--- config.mk ---
export PLATFORM = sky130hd
export DESIGN_NAME = door_access_ctrl_flat
export DESIGN_NICKNAME = d
export VERILOG_FILES = /design/src/rtl/door_pkg.sv /design/src/rtl/door_access_ctrl_if.sv /design/src/rtl/door_access_ctrl_cycle_timer.sv /design/src/rtl/door_access_ctrl.sv /design/src/flat_wrapper.sv
export SDC_FILE = /design/constraint.sdc
export NUM_CORES = 1
export LEC_CHECK = 0
export ABC_AREA = 1
export BUFFER_PORTS_ARGS = -buffer_cell sky130_fd_sc_hd__buf_4
export CORE_MARGIN = 3
export CORE_UTILIZATION = 55
export CTS_CLUSTER_SIZE = 8
export DETAILED_ROUTE_END_ITERATION = 7
export PLACE_DENSITY = 0.76
export SYNTH_ARGS = -nofsm -noshare
export SYNTH_HDL_FRONTEND = slang
export SYNTH_HIERARCHICAL = 1
export SYNTH_SLANG_ARGS = --single-unit
--- constraint.sdc ---
create_clock -name CLK -period 2.8 [get_ports CLK]
set_input_delay 0.84 -clock CLK [delete_from_list [all_inputs] [get_ports CLK]]
set_output_delay 0.84 -clock CLK [all_outputs]
set_load 0.01 [all_outputs]
--- src/rtl/door_pkg.sv ---
//------------------------------------------------------------------------------
// Module  : door_pkg
// Brief   : Shared state encoding, parameter defaults and helpers for the
//           door access controller.
// Rev     : 1.0 - initial release
//------------------------------------------------------------------------------
`default_nettype none

package door_pkg;

    localparam int c_PIN_DIGITS_DFLT     = 4;
    localparam int c_MOTOR_CYCLES_DFLT   = 50;
    localparam int c_RELOCK_CYCLES_DFLT  = 1000;
    localparam int c_MAX_TRIES_DFLT      = 3;
    localparam int c_LOCKOUT_CYCLES_DFLT = 5000;

    localparam logic [3:0] c_MAX_DIGIT = 4'd9;

    typedef enum logic [2:0] {
        ST_LOCKED    = 3'd0,
        ST_ENTRY     = 3'd1,
        ST_UNLOCKING = 3'd2,
        ST_UNLOCKED  = 3'd3,
        ST_LOCKING   = 3'd4,
        ST_LOCKOUT   = 3'd5
    } state_t;

    function automatic int max3(input int a, input int b, input int c);
        int m;
        m = (a > b) ? a : b;
        return (m > c) ? m : c;
    endfunction

endpackage

`default_nettype wire

--- src/rtl/door_access_ctrl_if.sv ---
//------------------------------------------------------------------------------
// Module  : door_access_ctrl_if
// Brief   : Keypad, configuration, lock button and motor/status signal bundle.
// Rev     : 1.0 - initial release
//------------------------------------------------------------------------------
`default_nettype none

interface door_access_ctrl_if #(
    parameter int PIN_DIGITS = door_pkg::c_PIN_DIGITS_DFLT
);
    logic                    key_valid;
    logic [3:0]              key_digit;
    logic [4*PIN_DIGITS-1:0] pin_cfg;
    logic                    lock_req;
    logic                    m_cw;
    logic                    m_acw;
    logic                    unlocked;
    logic                    alarm;

    modport master (
        output key_valid, key_digit, pin_cfg, lock_req,
        input  m_cw, m_acw, unlocked, alarm
    );

    modport slave (
        input  key_valid, key_digit, pin_cfg, lock_req,
        output m_cw, m_acw, unlocked, alarm
    );
endinterface

`default_nettype wire

--- src/rtl/door_access_ctrl_cycle_timer.sv ---
//------------------------------------------------------------------------------
// Module  : cycle_timer
// Brief   : Loadable down-counter; o_expire pulses on the last of i_load cycles.
// Rev     : 1.0 - initial release
//------------------------------------------------------------------------------
`default_nettype none

module cycle_timer #(
    parameter int WIDTH = 8
) (
    input  wire logic             CLK,
    input  wire logic             RST_N,
    input  wire logic             i_start,
    input  wire logic [WIDTH-1:0] i_load,
    output logic                  o_expire
);
    logic [WIDTH-1:0] r_count;
    logic             r_active;

    // A restart wins over an expiry in the same cycle so back-to-back phases chain.
    always_ff @(posedge CLK or negedge RST_N) begin
        if (!RST_N) begin
            r_count  <= '0;
            r_active <= 1'b0;
        end else if (i_start) begin
            r_count  <= i_load;
            r_active <= 1'b1;
        end else if (r_active) begin
            r_count <= r_count - WIDTH'(1);
            if (r_count == WIDTH'(1)) begin
                r_active <= 1'b0;
            end
        end
    end

    assign o_expire = r_active && (r_count == WIDTH'(1));

endmodule

`default_nettype wire

--- src/rtl/door_access_ctrl.sv ---
//------------------------------------------------------------------------------
// Module  : door_access_ctrl
// Brief   : Keypad door lock FSM with motor pulses, auto-relock and lockout.
// Rev     : 1.0 - initial release
//------------------------------------------------------------------------------
`default_nettype none

module door_access_ctrl
    import door_pkg::*;
#(
    parameter int PIN_DIGITS     = c_PIN_DIGITS_DFLT,
    parameter int MOTOR_CYCLES   = c_MOTOR_CYCLES_DFLT,
    parameter int RELOCK_CYCLES  = c_RELOCK_CYCLES_DFLT,
    parameter int MAX_TRIES      = c_MAX_TRIES_DFLT,
    parameter int LOCKOUT_CYCLES = c_LOCKOUT_CYCLES_DFLT
) (
    input  wire logic         CLK,
    input  wire logic         RST_N,
    door_access_ctrl_if.slave bus
);
    localparam int c_TMR_W  = $clog2(max3(MOTOR_CYCLES, RELOCK_CYCLES, LOCKOUT_CYCLES)) + 1;
    localparam int c_IDX_W  = $clog2(PIN_DIGITS) + 1;
    localparam int c_FAIL_W = $clog2(MAX_TRIES) + 1;

    state_t              r_state, w_state_nxt;
    logic [c_IDX_W-1:0]  r_idx, w_idx_nxt;
    logic                r_mismatch, w_mismatch_nxt;
    logic [c_FAIL_W-1:0] r_fail, w_fail_nxt, w_fail_inc;
    logic                r_m_cw, r_m_acw, r_unlocked, r_alarm;
    logic                w_tmr_start, w_tmr_expire;
    logic [c_TMR_W-1:0]  w_tmr_load;
    logic [3:0]          w_exp_digit;
    logic                w_digit_ok, w_abort, w_mis_acc, w_last;

    cycle_timer #(.WIDTH(c_TMR_W)) u_timer (
        .CLK      (CLK),
        .RST_N    (RST_N),
        .i_start  (w_tmr_start),
        .i_load   (w_tmr_load),
        .o_expire (w_tmr_expire)
    );

    // Index stays 0 in LOCKED, so the same selector serves the first digit.
    always_comb begin
        w_exp_digit = '0;
        for (int i = 0; i < PIN_DIGITS; i++) begin
            if (r_idx == c_IDX_W'(i)) begin
                w_exp_digit = bus.pin_cfg[4*(PIN_DIGITS-1-i) +: 4];
            end
        end
    end

    assign w_digit_ok = bus.key_valid && (bus.key_digit <= c_MAX_DIGIT);
    assign w_abort    = bus.key_valid && (bus.key_digit >  c_MAX_DIGIT);
    assign w_mis_acc  = r_mismatch || (bus.key_digit != w_exp_digit);
    assign w_last     = (r_idx == c_IDX_W'(PIN_DIGITS - 1));
    assign w_fail_inc = r_fail + c_FAIL_W'(1);

    always_comb begin
        w_state_nxt    = r_state;
        w_idx_nxt      = r_idx;
        w_mismatch_nxt = r_mismatch;
        w_fail_nxt     = r_fail;
        w_tmr_start    = 1'b0;
        w_tmr_load     = c_TMR_W'(MOTOR_CYCLES);
        case (r_state)
            ST_LOCKED, ST_ENTRY: begin
                if (w_digit_ok) begin
                    if (w_last) begin
                        w_idx_nxt      = '0;
                        w_mismatch_nxt = 1'b0;
                        if (!w_mis_acc) begin
                            w_state_nxt = ST_UNLOCKING;
                            w_fail_nxt  = '0;
                            w_tmr_start = 1'b1;
                        end else if (w_fail_inc == c_FAIL_W'(MAX_TRIES)) begin
                            w_state_nxt = ST_LOCKOUT;
                            w_fail_nxt  = w_fail_inc;
                            w_tmr_start = 1'b1;
                            w_tmr_load  = c_TMR_W'(LOCKOUT_CYCLES);
                        end else begin
                            w_state_nxt = ST_LOCKED;
                            w_fail_nxt  = w_fail_inc;
                        end
                    end else begin
                        w_state_nxt    = ST_ENTRY;
                        w_idx_nxt      = r_idx + c_IDX_W'(1);
                        w_mismatch_nxt = w_mis_acc;
                    end
                end else if (w_abort && (r_state == ST_ENTRY)) begin
                    w_state_nxt    = ST_LOCKED;
                    w_idx_nxt      = '0;
                    w_mismatch_nxt = 1'b0;
                end
            end
            ST_UNLOCKING: begin
                if (w_tmr_expire) begin
                    w_state_nxt = ST_UNLOCKED;
                    w_tmr_start = 1'b1;
                    w_tmr_load  = c_TMR_W'(RELOCK_CYCLES);
                end
            end
            ST_UNLOCKED: begin
                if (bus.lock_req || w_tmr_expire) begin
                    w_state_nxt = ST_LOCKING;
                    w_tmr_start = 1'b1;
                end
            end
            ST_LOCKING: begin
                if (w_tmr_expire) begin
                    w_state_nxt = ST_LOCKED;
                end
            end
            ST_LOCKOUT: begin
                if (w_tmr_expire) begin
                    w_state_nxt = ST_LOCKED;
                    w_fail_nxt  = '0;
                end
            end
            default: begin
                w_state_nxt    = ST_LOCKED;
                w_idx_nxt      = '0;
                w_mismatch_nxt = 1'b0;
            end
        endcase
    end

    // Outputs are decoded from the next state so they line up with r_state.
    always_ff @(posedge CLK or negedge RST_N) begin
        if (!RST_N) begin
            r_state    <= ST_LOCKED;
            r_idx      <= '0;
            r_mismatch <= 1'b0;
            r_fail     <= '0;
            r_m_cw     <= 1'b0;
            r_m_acw    <= 1'b0;
            r_unlocked <= 1'b0;
            r_alarm    <= 1'b0;
        end else begin
            r_state    <= w_state_nxt;
            r_idx      <= w_idx_nxt;
            r_mismatch <= w_mismatch_nxt;
            r_fail     <= w_fail_nxt;
            r_m_cw     <= (w_state_nxt == ST_LOCKING);
            r_m_acw    <= (w_state_nxt == ST_UNLOCKING);
            r_unlocked <= (w_state_nxt == ST_UNLOCKED);
            r_alarm    <= (w_state_nxt == ST_LOCKOUT);
        end
    end

    assign bus.m_cw     = r_m_cw;
    assign bus.m_acw    = r_m_acw;
    assign bus.unlocked = r_unlocked;
    assign bus.alarm    = r_alarm;

endmodule

`default_nettype wire

--- src/flat_wrapper.sv ---
// flat-port wrapper written by rule: the top's interface ports become plain ports
module door_access_ctrl_flat import door_pkg::*;
#(
    parameter int PIN_DIGITS     = c_PIN_DIGITS_DFLT,
    parameter int MOTOR_CYCLES   = c_MOTOR_CYCLES_DFLT,
    parameter int RELOCK_CYCLES  = c_RELOCK_CYCLES_DFLT,
    parameter int MAX_TRIES      = c_MAX_TRIES_DFLT,
    parameter int LOCKOUT_CYCLES = c_LOCKOUT_CYCLES_DFLT
)
  (CLK, RST_N, bus_key_valid, bus_key_digit, bus_pin_cfg, bus_lock_req, bus_m_cw, bus_m_acw, bus_unlocked, bus_alarm);
  door_access_ctrl_if #(.PIN_DIGITS(PIN_DIGITS)) bus_i ();
  input  wire logic CLK;
  input  wire logic RST_N;
  input wire logic [$bits(bus_i.key_valid)-1:0] bus_key_valid;
  input wire logic [$bits(bus_i.key_digit)-1:0] bus_key_digit;
  input wire logic [$bits(bus_i.pin_cfg)-1:0] bus_pin_cfg;
  input wire logic [$bits(bus_i.lock_req)-1:0] bus_lock_req;
  output wire logic [$bits(bus_i.m_cw)-1:0] bus_m_cw;
  output wire logic [$bits(bus_i.m_acw)-1:0] bus_m_acw;
  output wire logic [$bits(bus_i.unlocked)-1:0] bus_unlocked;
  output wire logic [$bits(bus_i.alarm)-1:0] bus_alarm;
  assign bus_i.key_valid = bus_key_valid;
  assign bus_i.key_digit = bus_key_digit;
  assign bus_i.pin_cfg = bus_pin_cfg;
  assign bus_i.lock_req = bus_lock_req;
  assign bus_m_cw = bus_i.m_cw;
  assign bus_m_acw = bus_i.m_acw;
  assign bus_unlocked = bus_i.unlocked;
  assign bus_alarm = bus_i.alarm;
  door_access_ctrl #(.PIN_DIGITS(PIN_DIGITS), .MOTOR_CYCLES(MOTOR_CYCLES), .RELOCK_CYCLES(RELOCK_CYCLES), .MAX_TRIES(MAX_TRIES), .LOCKOUT_CYCLES(LOCKOUT_CYCLES)) u_core (.CLK(CLK), .RST_N(RST_N), .bus(bus_i));
endmodule
==> run metrics, run 1 <==
run status finished, final reports clean; placer congestion estimate 0.844; syn_area_per_cell 6.77 sq um; fin cells 405; cts bufs inserted 5; Clock Pin Slew Worst Setup and Hold Paths 70 ps; Switching Fraction 48.3%; Worst path max stage delay 400 ps; worst skew pair latency 280 ps; Clock Path Buffers 2; first-pass GRT wire length 7860 um; CTS tree done; mux contribution to synthesized area 0%; initial antenna violation count 0; largest family of logic cells by synthesized area simple AND/OR/NAND/NOR gates; Cell variety after synth 31; fin nets 388; switching pwr 1.12 mW; share of layout cells above drive strength 1 19.0%; setup TNS 0 ps; Post-DP HPWL 3600 um; Max Freq 409 MHz; core area 3720 sq um; final setup violating endpoints 0; combinational share of power 54.5%; H-Tree Level Count 2; worst slack at placement 321 ps; Die Span Y 68.8 um; Synth Register Bits 29; CP arrival 2600 ps; area share of fa/ha/maj cells after synthesis 4.62%; CP max FO 12; cell mode on critical path nand2_1; met1 Track Usage GR 30.5%; Vias/cell 5.07; commonest non-fill, non-tap cell in the layout nand2_1; die area 4730 sq um; post-route cell area 2510 sq um; Util after Layout 67.5%; grt ovf 0; largest net degree at the start of global routing 30; ant diodes 0; Area Overhead vs Synth 15.8%; startpoint class of the critical path flop; top cells by area, synth dfrtp_1 (33%), nand2_1 (15%), inv_1 (9.0%); Rows 22; Initial DRT Pass Iterations 4; clock skew 3.80 ps; Routed wire per std cell 11.7 um; PortBufs 27; drt total wl 4720 um; Synth area leader dfrtp_1; vias in the first global route 1,774; Hold Crit Class in -> async; Leak Pwr 1.42 nW; Die W 68.8 um; Initial Util 58.3%; DRC viols 0; Root Driver clkbuf_8; CTS Sinks 29; final antenna-violating net count 0; maximum vdd drop 0.524 mV; Pins Over Slew Limit 0; crit share post-route 87.4%; crit path kind reg -> reg; Post-CTS Resized 0; Post-CTS Setup Repair Bufs 0; GR Util met3 6.32%; Internal Power 1.20 mW; GR peak layer met2; CP max-delay cell dfrtp_1; DRT iter0 DRCs 136; crit-path cells inv_1, ha_1, inv_1, nor2_1, nand3_1, nand2_1, nand2_1, nand2_1, nor2_1, nor2_1, nand3_2, inv_1, nand2_1, nand2_1, inv_2, nand2_1, inv_2, nand2_1, o211ai_1; commonest non-fill, non-tap cells in the layout nand2_1 (86), inv_1 (52), nor2_1 (32), nand3_1 (32); proportion of netlist area held by the largest area contributor 33.5%; Cells after Synth 320; Syn. warnings 6; Synth Area in Simple Gates 38.2%; Total Power 2.32 mW; Final Hold Viols 0; final worst setup slack 353 ps; Post-DP Area 2420 sq um; Vias 2,055; xor/xnor share of the synthesized area 1.21%; Sequential Power Share 30.8%; Compound-Gate Fraction of Synth Area 9.99%; Final Critical Period 2450 ps; grt met2 use 34.1%; Inst Count DP 397; RSZ-0062 raised after global routing false; register area share after synthesis 33.5%; Clock power frac 14.7%; Syn Std Cell Area 2170 sq um; max-cap check violation count 0; final hold slack 466 ps; GRT Util Overall 22.3%; Cell Pwr Density 925 nW/um^2; required time of the critical path 2960 ps; I/O pin count 28; Setup crit end kind flop; Hold Buf Count CTS 0
==> layer usage <==
| layer | vias to the layer above | part of all wire [%] |
|---|---|---|
| li1 | 1074 | - |
| met1 | 926 | 49 |
| met4 | 0 | 0.91 |
| met2 | 51 | 44 |
| met5 | - | 0 |
| met3 | 4 | 6.4 |
==> cells in the mapped netlist <==
master and number:
a22oi_1 8, o221ai_1 1, xnor2_1 2, o21ai_1 3, dfrtp_1 29, o21ai_2 1
o31ai_1 1, conb_1 1, nand2_2 5, nor2_2 6, inv_1 52, or2_2 1
nor2_1 32, o21ai_0 6, xor2_1 1, nor3_1 5, inv_2 9, nand4_1 3
and2_1 1, o21bai_1 2, nor2_4 5, o22ai_1 1, o211ai_1 4, nand2_4 3
buf_6 2, nand3_2 1, nand2_1 86, a21oi_1 7, ha_1 8, buf_4 2
nand3_1 32
==> cells by family after synthesis <==
| kind of cell | after synthesis |
|---|---|
| AO/OA/AOI/OAI | 34 |
| other | 1 |
| AND/OR/NAND/NOR | 180 |
| adder cells (fa/ha/maj) | 8 |
| flip-flops | 29 |
| buffers and inverters | 65 |
| XOR/XNOR | 3 |
==> critical path, delay by kind of cell (launching register included) <==
family          cells  cell delay [ps]
compound gates      1               80
fa+ha+maj           1              180
buf+inv             5              470
flops               1              400
simple gates       12             1190
==> layout make-up <==
class,instances,area (sq um)
fillers,335,1210
multi-input cells,230,1190
flip-flops and latches,29,726
inverters,61,229
repair buffers,29,218
clock buffers,5,68.8
well taps,48,60.1
clock inverters,3,17.5
==> worst paths after layout <==
| check | from | slack, ps | to | depth (start not counted) |
|---|---|---|---|---|
| setup / recovery | u_core/r_idx[0]$_DFFE_PN0P_ | 350 | u_core/u_timer/r_count[0]$_DFFE_PN0P_ | 19 |
| hold / removal | RST_N | 470 | u_core/u_timer/r_count[2]$_DFFE_PN0P_ | 1 |
| setup reg to reg | u_core/r_idx[0]$_DFFE_PN0P_ | 350 | u_core/u_timer/r_count[0]$_DFFE_PN0P_ | 19 |
| hold reg to reg | u_core/r_fail[0]$_DFFE_PN0P_ | 520 | u_core/r_fail[0]$_DFFE_PN0P_ | 1 |
| max in group asynchronous | RST_N | 2050 | u_core/r_idx[1]$_DFFE_PN0P_ | 1 |
| min in group CLK | u_core/r_fail[0]$_DFFE_PN0P_ | 520 | u_core/r_fail[0]$_DFFE_PN0P_ | 1 |
==> sequential cells by signal, summed over array words and instances (netlist names) <==
register and cells:
u_core/u_timer/r_count 14, u_core/bus.m_acw 1, u_core/u_timer/r_active 1, u_core/r_idx 3, u_core/bus.m_cw 1, u_core/bus.alarm 1
u_core/r_state 3, u_core/bus.unlocked 1, u_core/r_fail 3, u_core/r_mismatch 1
==> power by group through the flow <==
| stage | registers (mW) | clock network (mW) | logic [mW] |
|---|---|---|---|
| 6_report | 0.716 | 0.341 | 1.26 |
| 3_3_place_gp | 0.715 | 0 | 1.23 |
| 5_1_grt | 0.738 | 0.371 | 1.46 |
| 4_1_cts | 0.714 | 0.351 | 1.27 |
| 2_1_floorplan | 0.695 | 0 | 1.02 |
| 3_5_place_dp | 0.719 | 0 | 1.26 |
(Power assumes the default switching activity.)
==> run 2, diff against run 1 <==
Settings changed: PLACE_DENSITY 0.76 to 0.86.
==> run metrics, run 2 (synthesized netlist as in run 1, its figures left out) <==
DRT iter0 DRCs 162; Top reg by flops u_core/u_timer/r_count; area of the multi-input gates 1190 sq um; largest net degree at the start of global routing 30; Root Driver clkbuf_8; Setup crit end kind flop; cts bufs inserted 5; Initial DRT Pass Iterations 4; Post-DP HPWL 3500 um; Worst R2R End u_core/u_timer/r_count[3]$_DFFE_PN0P_; Total Power 2.36 mW; CP max-delay cell dfrtp_1; run status finished, final reports clean; crit path kind reg -> reg; Register Area 726 sq um; max-cap check violation count 0; Worst R2R Start u_core/r_idx[0]$_DFFE_PN0P_; WP depth 20; PortBufs 27; Hold Buf Count CTS 0; Final Hold Viols 0; Clock Path Buffers 2; H-Tree Level Count 2; core area 3720 sq um; CP arrival 2620 ps; worst skew pair latency 290 ps; Die Span Y 68.8 um; Pins Over Slew Limit 0; Initial Util 58.3%; Die W 68.8 um; Util after Layout 67.9%; crit share post-route 85.9%; fin nets 388; Buf/Inv on CP 5; commonest non-fill, non-tap cell in the layout nand2_1; final antenna-violating net count 0; vias in the first global route 1,821; RSZ-0062 raised after global routing false; maximum vdd drop 0.491 mV; initial antenna violation count 0; CTS tree done; first-pass GRT wire length 7810 um; Leak Pwr 1.43 nW; ant diodes 0; Post-CTS Setup Repair Bufs 0; Max Freq 416 MHz; placer congestion estimate 0.876; die area 4730 sq um; r2r worst-path depth 20; final hold slack 464 ps; Vias/cell 5.07; commonest non-fill, non-tap cells in the layout nand2_1 (86), inv_1 (52), nor2_1 (32), nand3_1 (32); startpoint class of the critical path flop; cell mode on critical path nand2_1; GRT Util Overall 22.0%; final setup violating endpoints 0; delay-heaviest family, CP simple AND/OR/NAND/NOR gates; Final Critical Period 2400 ps; setup TNS 0 ps; crit-path cells inv_1, ha_1, inv_1, nor2_1, nand3_1, nand2_1, nand2_2, nand2_1, nand2_1, nand2_1, nor2_2, nand3_2, inv_1, nand2_1, nand2_1, inv_2, nand2_1, inv_2, nand4_1, nand3_1; grt ovf 0; Clock Pin Slew Worst Setup and Hold Paths 70 ps; Vias 2,053; Area Overhead vs Synth 16.5%; drt total wl 4650 um; clock skew 7.32 ps; I/O pin count 28; Post-CTS Resized 0; share of layout cells above drive strength 1 19.0%; Reg2Reg Setup Slack 400 ps; fillers 337; Cell Pwr Density 936 nW/um^2; Hold Crit Class in -> async; Largest register FFs 14; CTS Sinks 29; Worst path max stage delay 400 ps; Routed wire per std cell 11.5 um; CP max FO 12; DRC viols 0; Rows 22; required time of the critical path 3020 ps
-- run 2: cell count changes in the layout (fill, tap and decap cells not counted) --
cell | before | now
clkbuf_8 | 5 | 7
clkinvlp_4 | 1 | 0
clkinv_2 | 2 | 1
-- run 2: cell type report --
| class | count | area share (%) |
|---|---|---|
| repair buffers | 29 | 8.63 |
| clock inverters | 1 | 0.198 |
| inverters | 61 | 9.07 |
| flip-flops and latches | 29 | 28.8 |
| clock buffers | 7 | 3.82 |
| multi-input cells | 230 | 47.1 |
| well taps | 48 | 2.38 |
-- run 2: how the worst max path moves through the flow --
stage                                            from                                     end  slack (ps)
after floorplan                       bus_pin_cfg[12]   u_core/u_timer/r_count[6]$_DFFE_PN0P_         470
after global placement                bus_pin_cfg[12]   u_core/u_timer/r_count[9]$_DFFE_PN0P_         390
after detailed placement              bus_pin_cfg[12]  u_core/u_timer/r_count[10]$_DFFE_PN0P_         360
after CTS                 u_core/r_idx[0]$_DFFE_PN0P_   u_core/u_timer/r_count[3]$_DFFE_PN0P_         390
after global routing      u_core/r_idx[0]$_DFFE_PN0P_   u_core/u_timer/r_count[3]$_DFFE_PN0P_         100
final                     u_core/r_idx[0]$_DFFE_PN0P_   u_core/u_timer/r_count[3]$_DFFE_PN0P_         400
-- run 2: worst reg2reg max path, delay by kind of cell (launching register included) --
kind	cells	cell delay (ps)
simple gates	14	1260
buf+inv	5	520
flops	1	400
fa+ha+maj	1	160
-- run 2: power breakdown --
| group | internal [mW] | switching, mW | leakage, nW | total, mW |
|---|---|---|---|---|
| sequential | 0.574 | 0.145 | 0.376 | 0.719 |
| combinational | 0.456 | 0.801 | 0.999 | 1.26 |
| clock | 0.222 | 0.164 | 0.0542 | 0.386 |
-- run 2: per-layer routing --
metal | wire, um | vias to the layer above | track usage [%]
li1 | - | 1069 | -
met1 | 2160 | 896 | 31.0
met2 | 2030 | 80 | 33.8
met3 | 396 | 8 | 4.70
met4 | 57 | 0 | 6.57
met5 | 0 | - | 0
-- run 2: metrics by stage --
stage | setup WS [ps] | cells | cell area (sq um)
2_1_floorplan | 467 | 324 | 2180
5_1_grt | 103 | 405 | 2520
3_3_place_gp | 392 | 397 | 2420
6_report | 396 | 405 | 2520
4_1_cts | 388 | 405 | 2520
3_5_place_dp | 358 | 397 | 2420
==> run 3, diff against run 2 <==
Settings changed: MAX_ROUTING_LAYER set to met4.
Clock period 2.8 ns to 2.88 ns, I/O delays scaled along.
==> run metrics, run 3 (synthesized netlist as in run 1, its figures left out) <==
Hold Buf Count CTS 0; grt ovf 0; crit share post-route 85.8%; Top reg by flops u_core/u_timer/r_count; max-cap check violation count 0; Worst path max stage delay 390 ps; Worst R2R Start u_core/u_timer/r_count[1]$_DFFE_PN0P_; required time of the critical path 3050 ps; ant diodes 0; Pins Over Slew Limit 0; share of layout cells above drive strength 1 18.8%; Vias 2,053; Buf/Inv on CP 4; PortBufs 27; Cell Pwr Density 913 nW/um^2; commonest non-fill, non-tap cell in the layout nand2_1; CP max FO 11; Initial DRT Pass Iterations 4; DRC viols 0; commonest non-fill, non-tap cells in the layout nand2_1 (86), inv_1 (52), nor2_1 (32), nand3_1 (32), dfrtp_1 (29); Reg2Reg Setup Slack 410 ps; run status finished, final reports clean; Post-DP HPWL 3530 um; Register Area 726 sq um; setup TNS 0 ps; cell mode on critical path nor3_1; Clock Pin Slew Worst Setup and Hold Paths 60 ps; vias in the first global route 1,831; Clock Path Buffers 2; delay-heaviest family, CP simple AND/OR/NAND/NOR gates; fillers 338; largest net degree at the start of global routing 30; met2 wire length 2020 um; Met3 Wirelength 270 um; CP max-delay cell dfrtp_1; DRT iter0 DRCs 177; Max Freq 405 MHz; Setup crit end kind flop; Vias/cell 5.08; Worst R2R End u_core/u_timer/r_count[5]$_DFFE_PN0P_; GRT Util Overall 23.3%; Routed wire per std cell 11.5 um; clock skew 5.86 ps; Post-CTS Resized 0; Leak Pwr 1.42 nW; final antenna-violating net count 0; first-pass GRT wire length 8060 um; fin nets 387; Rows 22; cts bufs inserted 5; placer congestion estimate 0.900; Initial Util 58.3%; Post-CTS Setup Repair Bufs 0; CTS tree done; I/O pin count 28; initial antenna violation count 0; core area 3720 sq um; Final Critical Period 2470 ps; Final Hold Viols 0; crit path kind reg -> reg; CP startpoint u_core/u_timer/r_count[1]$_DFFE_PN0P_; H-Tree Level Count 2; CP arrival 2640 ps; Die W 68.8 um; Met1 Routed Length 2260 um; die area 4730 sq um; CTS Sinks 29; Root Driver clkbuf_8; worst skew pair latency 280 ps; RSZ-0062 raised after global routing false; top sig layer met4; Hold Crit Class in -> async; final setup violating endpoints 0; drt total wl 4640 um; crit-path cells inv_1, ha_1, inv_1, nor2_1, nand4_1, nor3_1, nor2_1, nor3_1, nor3_1, nand2_1, inv_2, nand2_2, inv_2, a22oi_1, nand2_1; area of the multi-input gates 1190 sq um; Largest register FFs 14; Area Overhead vs Synth 16.1%; Total Power 2.30 mW; Die Span Y 68.8 um; startpoint class of the critical path flop; maximum vdd drop 0.514 mV; r2r worst-path depth 15
-- run 3: power breakdown --
group | leakage (nW) | switching, mW | internal (mW)
Clock | 0.0542 | 0.159 | 0.216
Sequential | 0.376 | 0.140 | 0.558
Combinational | 0.993 | 0.783 | 0.442
-- run 3: stage by stage --
| stage | utilization [%] | hold slack [ps] | worst slack, ps | area [sq um] | std cells |
|---|---|---|---|---|---|
| global route | 67.7 | 514 | 132 | 2520 | 404 |
| finish | 67.7 | 493 | 410 | 2520 | 404 |
| global placement | 65.0 | 499 | 451 | 2410 | 396 |
| floorplan | - | 472 | 523 | 2180 | 324 |
| CTS | 67.7 | 500 | 417 | 2520 | 404 |
| detailed placement | 65.0 | 501 | 401 | 2410 | 396 |
-- run 3: area by class of cell --
| cell class | count | area share, % |
|---|---|---|
| Clock buffer | 7 | 3.83 |
| Sequential cell | 29 | 28.8 |
| Timing Repair Buffer | 28 | 8.35 |
| Clock inverter | 1 | 0.199 |
| Inverter | 61 | 9.10 |
| Tap cell | 48 | 2.39 |
| Multi-Input combinational cell | 230 | 47.3 |
-- run 3: how the worst max path moves through the flow --
stage                                                         to  slack, ps  depth (start not counted)
after floorplan            u_core/u_timer/r_count[6]$_DFFE_PN0P_        520                         20
after global placement     u_core/u_timer/r_count[9]$_DFFE_PN0P_        450                         17
after detailed placement  u_core/u_timer/r_count[12]$_DFFE_PN0P_        400                         19
after CTS                 u_core/u_timer/r_count[12]$_DFFE_PN0P_        420                         15
after global routing      u_core/u_timer/r_count[12]$_DFFE_PN0P_        130                         15
final                      u_core/u_timer/r_count[5]$_DFFE_PN0P_        410                         15
-- run 3: per-layer routing --
metal	vias up	global-route usage, %
met5	-	-
met4	0	7.79
met3	10	5.35
met2	60	33.5
met1	915	32.3
li1	1068	-
